[src/rtl/interleaver_pkg.sv]
// Shared constants and types for the convolutional interleaver controller.
// Holds the default geometry (branch count, packet length, byte width),
// the per-branch delay unit, the MPEG-TS sync byte value and the FSM state type.
package interleaver_pkg;

  localparam int NUM_BRANCH = 12;
  localparam int PKT_LEN    = 204;
  localparam int WIDTH      = 8;
  localparam int DEPTH_UNIT = 17;

  localparam logic [7:0] SYNC_BYTE = 8'h47;

  typedef enum logic {
    ST_IDLE = 1'b0,
    ST_RUN  = 1'b1
  } state_e;

endpackage

[src/rtl/interleaver_ctrl_onehot.sv]
// One-hot decoder with enable.
// Ports:
//   idx    - binary index to decode
//   en     - when low, the output is all zeros
//   onehot - bit idx set when en is high; indices >= N decode to zero
module interleaver_ctrl_onehot #(
  parameter int N  = 12,
  parameter int IW = 4
) (
  input  logic [IW-1:0] idx,
  input  logic          en,
  output logic [N-1:0]  onehot
);

  always_comb begin
    // NOTE: every output bit is assigned on every pass, so no latch is inferred.
    onehot = '0;
    for (int i = 0; i < N; i++) begin
      onehot[i] = en && (idx == IW'(i));
    end
  end

endmodule

[src/rtl/interleaver_ctrl.sv]
// Convolutional interleaver controller.
// Commutates accepted bytes round-robin over NUM_BRANCH external, enable-gated
// delay lines (branch j is j*DEPTH_UNIT bytes deep) and re-collects the delayed
// bytes into a single output stream. Packet alignment is checked against
// sync_in on every byte; a mismatch drops the byte, pulses sync_err and
// returns to IDLE until the next sync-marked byte.
// Ports:
//   clk, reset           - single clock, synchronous active-high reset
//   in_valid/in_ready    - input handshake; in_data byte, sync_in marks byte 0
//   br_data, br_en       - byte and one-hot shift enable to the delay lines
//   br_q                 - last stage of each delay line (branch 0 slice unused)
//   out_valid/out_ready  - output handshake; out_data interleaved byte
//   branch_idx           - branch that receives the next accepted byte
//   sync_err             - one-cycle pulse on packet alignment loss
module interleaver_ctrl #(
  parameter int NUM_BRANCH = interleaver_pkg::NUM_BRANCH,
  parameter int PKT_LEN    = interleaver_pkg::PKT_LEN,
  parameter int WIDTH      = interleaver_pkg::WIDTH
) (
  input  logic                        clk,
  input  logic                        reset,
  input  logic                        in_valid,
  input  logic [WIDTH-1:0]            in_data,
  input  logic                        sync_in,
  output logic                        in_ready,
  output logic [WIDTH-1:0]            br_data,
  output logic [NUM_BRANCH-1:0]       br_en,
  input  logic [NUM_BRANCH*WIDTH-1:0] br_q,
  output logic                        out_valid,
  output logic [WIDTH-1:0]            out_data,
  input  logic                        out_ready,
  output logic [3:0]                  branch_idx,
  output logic                        sync_err
);

  import interleaver_pkg::*;

  localparam int CNT_W = $clog2(PKT_LEN);

  state_e             state_q, state_d;
  logic [3:0]         branch_idx_q, branch_idx_d;
  logic [CNT_W-1:0]   byte_cnt_q, byte_cnt_d;
  logic               a_valid_q, a_valid_d;
  logic [WIDTH-1:0]   a_data_q, a_data_d;
  logic [3:0]         a_idx_q, a_idx_d;
  logic               out_valid_q, out_valid_d;
  logic [WIDTH-1:0]   out_data_q, out_data_d;
  logic               sync_err_q, sync_err_d;

  logic               a_adv, a_ready, xfer, sync_ok, take, bad, shift_en;
  logic [WIDTH-1:0]   tap;
  logic               unused_br0;

  // Branch 0 has no delay line; its byte bypasses straight from stage A.
  assign unused_br0 = ^br_q[WIDTH-1:0];

  // Stage A moves on when stage B is empty or being drained this cycle.
  assign a_adv   = a_valid_q & (~out_valid_q | out_ready);
  assign a_ready = ~a_valid_q | a_adv;
  assign xfer    = in_valid & in_ready;
  assign sync_ok = ((byte_cnt_q == '0) == sync_in);

  // State register (holds every flop of the block).
  always_ff @(posedge clk) begin
    if (reset) begin
      state_q      <= ST_IDLE;
      branch_idx_q <= '0;
      byte_cnt_q   <= '0;
      a_valid_q    <= 1'b0;
      a_data_q     <= '0;
      a_idx_q      <= '0;
      out_valid_q  <= 1'b0;
      out_data_q   <= '0;
      sync_err_q   <= 1'b0;
    end else begin
      // NOTE: non-blocking assignments so every flop samples pre-edge values.
      state_q      <= state_d;
      branch_idx_q <= branch_idx_d;
      byte_cnt_q   <= byte_cnt_d;
      a_valid_q    <= a_valid_d;
      a_data_q     <= a_data_d;
      a_idx_q      <= a_idx_d;
      out_valid_q  <= out_valid_d;
      out_data_q   <= out_data_d;
      sync_err_q   <= sync_err_d;
    end
  end

  // Next-state logic.
  always_comb begin
    state_d = state_q;
    case (state_q)
      ST_IDLE: if (xfer && sync_in) state_d = ST_RUN;
      ST_RUN:  if (bad)             state_d = ST_IDLE;
      default:                      state_d = ST_IDLE;
    endcase
  end

  // Output / transfer classification.
  always_comb begin
    // Stage A must be free to take a byte. In IDLE this is high except while a
    // byte left over from before an alignment loss is still stalled in stage A.
    in_ready = a_ready;
    take     = 1'b0;
    bad      = 1'b0;
    if (state_q == ST_IDLE) begin
      take = xfer & sync_in;
    end else begin
      take = xfer & sync_ok;
      bad  = xfer & ~sync_ok;
    end
  end

  // Counters and pipeline stages.
  always_comb begin
    branch_idx_d = branch_idx_q;
    byte_cnt_d   = byte_cnt_q;
    if (bad) begin
      branch_idx_d = '0;
      byte_cnt_d   = '0;
    end else if (take) begin
      branch_idx_d = (branch_idx_q == 4'(NUM_BRANCH - 1)) ? '0 : branch_idx_q + 4'd1;
      byte_cnt_d   = (byte_cnt_q == CNT_W'(PKT_LEN - 1)) ? '0 : byte_cnt_q + CNT_W'(1);
    end

    a_valid_d = a_valid_q;
    a_data_d  = a_data_q;
    a_idx_d   = a_idx_q;
    if (take) begin
      a_valid_d = 1'b1;
      a_data_d  = in_data;
      a_idx_d   = branch_idx_q;
    end else if (a_adv) begin
      a_valid_d = 1'b0;
    end

    // Branch output as it is before this edge's shift.
    tap = a_data_q;
    for (int j = 1; j < NUM_BRANCH; j++) begin
      if (a_idx_q == 4'(j)) tap = br_q[j*WIDTH +: WIDTH];
    end

    out_valid_d = out_valid_q;
    out_data_d  = out_data_q;
    if (a_adv) begin
      out_valid_d = 1'b1;
      out_data_d  = tap;
    end else if (out_ready) begin
      out_valid_d = 1'b0;
    end

    sync_err_d = bad;
  end

  // Shifting is tied to a_adv, so a stalled byte never shifts twice; reset
  // suppresses the shift of a byte that is being discarded.
  assign shift_en = a_adv & ~reset;

  interleaver_ctrl_onehot #(
    .N  (NUM_BRANCH),
    .IW (4)
  ) u_onehot (
    .idx    (a_idx_q),
    .en     (shift_en),
    .onehot (br_en)
  );

  assign br_data    = a_data_q;
  assign out_valid  = out_valid_q;
  assign out_data   = out_data_q;
  assign branch_idx = branch_idx_q;
  assign sync_err   = sync_err_q;

endmodule

[config.mk]
export PLATFORM = sky130hd
export DESIGN_NAME = interleaver_ctrl
export DESIGN_NICKNAME = d
export VERILOG_FILES = /design/src/rtl/interleaver_pkg.sv /design/src/rtl/interleaver_ctrl_onehot.sv /design/src/rtl/interleaver_ctrl.sv
export SDC_FILE = /design/constraint.sdc
export NUM_CORES = 1
export LEC_CHECK = 0
export CORE_UTILIZATION = 44
export DETAILED_ROUTE_END_ITERATION = 8
export PLACE_DENSITY = 0.89
export SLEW_MARGIN = 20
export SYNTH_ARGS = -nofsm -noshare
export SYNTH_HDL_FRONTEND = slang
export SYNTH_HIERARCHICAL = 1
export SYNTH_SLANG_ARGS = --single-unit
[constraint.sdc]
create_clock -name clk -period 5.3 [get_ports clk]
set_input_delay 0.53 -clock clk [delete_from_list [all_inputs] [get_ports clk]]
set_output_delay 0.53 -clock clk [all_outputs]
set_load 0.005 [all_outputs]
==> results.yml <==
grt:
  first_global_vias: 3225
  grt_pass1_wl_um: 15900
  grt_remaining_overflow: 0
  track_usage_pct: 27.8
  antenna_found_initial: 0
  grt_max_degree: 56
logic_synthesis:
  ys_top_cells_by_area: "dfxtp_1, a21oi_1, nand2_1"
  synth_cells: 382
  synth_cell_types: 66
  synth-seq-area-share_pct: 25.0
  synth_top_area_share_pct: 25.0
  ys_ff_latch: 36
  yosysMostFrequentCell: "nand2_1"
  ys_top_cells_by_count: "nand2_1, a21oi_1, dfxtp_1, nor2_1, o21ai_0"
  syn_avg_cell_area_sq_um: 7.55
  synth_area_leader_cell: "dfxtp_1"
  synthArstFlopShare_pct: 0
  synth_nets: 494
  synth-edff-count: 0
  ys.flop_type: "dfxtp_1"
  ys_warn_count: 6
  syn_area_sq_mm: 0.00289
clocking:
  cts_tree: "yes"
  ctsResizeCount: 0
  clock_latency_ns: 0.30
  clockBufferDepth: 2
  htree_levels: 2
  cts_hold_buf: 0
  cts_buffers: 5
  clkTransAtPathRegs_ns: 0.08
  cts_setup_buffers: 0
  root_buffer: "clkbuf_8"
  clock_sinks: 36
routing:
  wl_per_cell_um: 16.8
  ant_nets: 0
  drtIter0Drc: 247
  vias: 3447
  vias_per_cell: 5.95
  remaining_drc_errors: 0
  routed_wl_um: 9760
  drt_first_pass_iters: 5
worst_setup_path:
  crit_fanout: 8
  cp.arrival_ns: 2.88
  start_kind: "input port"
  cp.required_ns: 4.77
  cp-end-kind: "output pin"
  critPathKind: "input port to output pin"
place:
  io_buffers: 135
  place_area_sq_mm: 0.00422
  place_congestion: 0.880
  dp_hpwl_um: 7090
die:
  die_x_um: 83.0
  core_sq_mm: 0.00635
  top_level_ports: 144
  placementRows: 29
  die_area_sq_mm: 0.00688
  die_h_um: 83.0
  start_util_pct: 45.4
sta:
  finalHoldViolCount: 0
  maxSlewViolCount: 0
  finalCriticalPeriod_ns: 3.41
  rsz0062_at_grt: "no"
  max_freq_ghz: 0.293
  tightest_slew_ns: 1.04
  setup_viol: 0
  fin_worst_skew_ns: 0.0121
  fin_crit_sh_pct: 64.3
  relSlewSlack_pct: 30.3
  setup-tns-final_ns: 0
power_and_ir_drop:
  leakagePower_nw: 1.48
  p_per_area_mw_per_mm2: 148
  irDropWorstVdd_mv: 0.178
min_path:
  hp-class: "flop to flop"
cells_and_area:
  area_growth_pct: 49.3
  design_area_sq_mm: 0.00431
  nNetsFinal: 614
  drive_above_1_share_pct: 6.77
  diodes: 0
run:
  cap_violations: 0
run_status:
  outcome: "complete, no violations"
==> kinds of logic (layout without fill, tap and decap cells) <==
logic type	after synthesis	count (layout)	share of synthesized area, %
buffers and inverters	33	153	5.72
multiplexers	16	16	7.37
flip-flops	36	36	25.0
AO/OA/AOI/OAI	128	128	28.9
adder cells (fa/ha/maj)	3	3	1.30
AND/OR/NAND/NOR	165	165	31.4
XOR/XNOR	1	1	0.304
==> sequential cells by signal (all words and copies together) (netlist names) <==
name,flops
state_q,1
a_idx_q,4
a_valid_q,1
out_valid,1
sync_err,1
out_data,8
byte_cnt_q,8
branch_idx,4
br_data,8
==> per-layer routing <==
layer  vias to the layer above  wire [um]  global-route usage [%]
met4                         0        153                    6.74
li1                       1659          -                       -
met1                      1606       4110                    36.5
met2                       162       4780                    47.5
met3                        20        716                    4.87
met5                         -          0                       0
==> cells in the final DEF (no fill, tap or decap), drive strengths merged, types with 4 or more instances in the layout <==
| cell | n |
|---|---|
| clkdlybuf4s50 | 135 |
| nand2 | 48 |
| a21oi | 38 |
| dfxtp | 36 |
| o21ai | 26 |
| nor2 | 22 |
| nand2b | 18 |
| a31oi | 12 |
| nor2b | 12 |
| nand3 | 11 |
| nor3 | 10 |
| a22oi | 8 |
| inv | 8 |
| nand4 | 7 |
| and2 | 7 |
| mux2i | 7 |
| o22ai | 6 |
| mux2 | 6 |
| clkbuf | 6 |
| o221ai | 5 |
| and3 | 4 |
| or3 | 4 |
==> layout make-up <==
cell class / instances / area (sq um)
clock inverters: 1 / 5.00
flip-flops and latches: 36 / 723
repair buffers: 138 / 1370
inverters: 8 / 30.0
multi-input cells: 313 / 2010
fillers: 546 / 2040
clock buffers: 6 / 72.6
well taps: 77 / 96.3
==> worst max-delay path, stage by stage <==
cell and delay, ns:
clkdlybuf4s50_1 0.47, nand2b_1 0.16, nand2_1 0.23, nor2_1 0.37, or3b_1 0.47, nor2_1 0.13
clkdlybuf4s50_1 0.52
==> through the flow <==
stage	power [mW]	utilization (%)	std cells	hold slack (ns)	setup slack, ns
5_1_grt	0.670	67.9	579	0.476	1.77
3_3_place_gp	0.447	66.5	572	0.437	1.96
6_report	0.637	67.9	579	0.462	1.89
2_1_floorplan	0.351	-	382	0.449	3.21
3_5_place_dp	0.450	66.5	572	0.446	1.91
4_1_cts	0.639	67.7	579	0.460	1.91
==> where the power goes <==
part | leakage, nW | switching [mW] | total, mW | internal, mW
logic | 1.15 | 0.0555 | 0.159 | 0.103
registers | 0.293 | 0.00932 | 0.288 | 0.279
clock network | 0.0410 | 0.101 | 0.191 | 0.0895
==> final timing paths <==
check                                         startpoint                       end  slack (ns)  cells after the start
worst min-delay path            out_data[0]$_SDFFE_PP0P_  out_data[0]$_SDFFE_PP0P_        0.46                      2
worst max register to register   a_idx_q[2]$_SDFFE_PP0P_  out_data[4]$_SDFFE_PP0P_        2.98                      5
worst min register to register  out_data[0]$_SDFFE_PP0P_  out_data[0]$_SDFFE_PP0P_        0.46                      2
worst max-delay path                           out_ready                  br_en[1]        1.89                      7
Note: power is estimated with default switching activity, not from simulation.
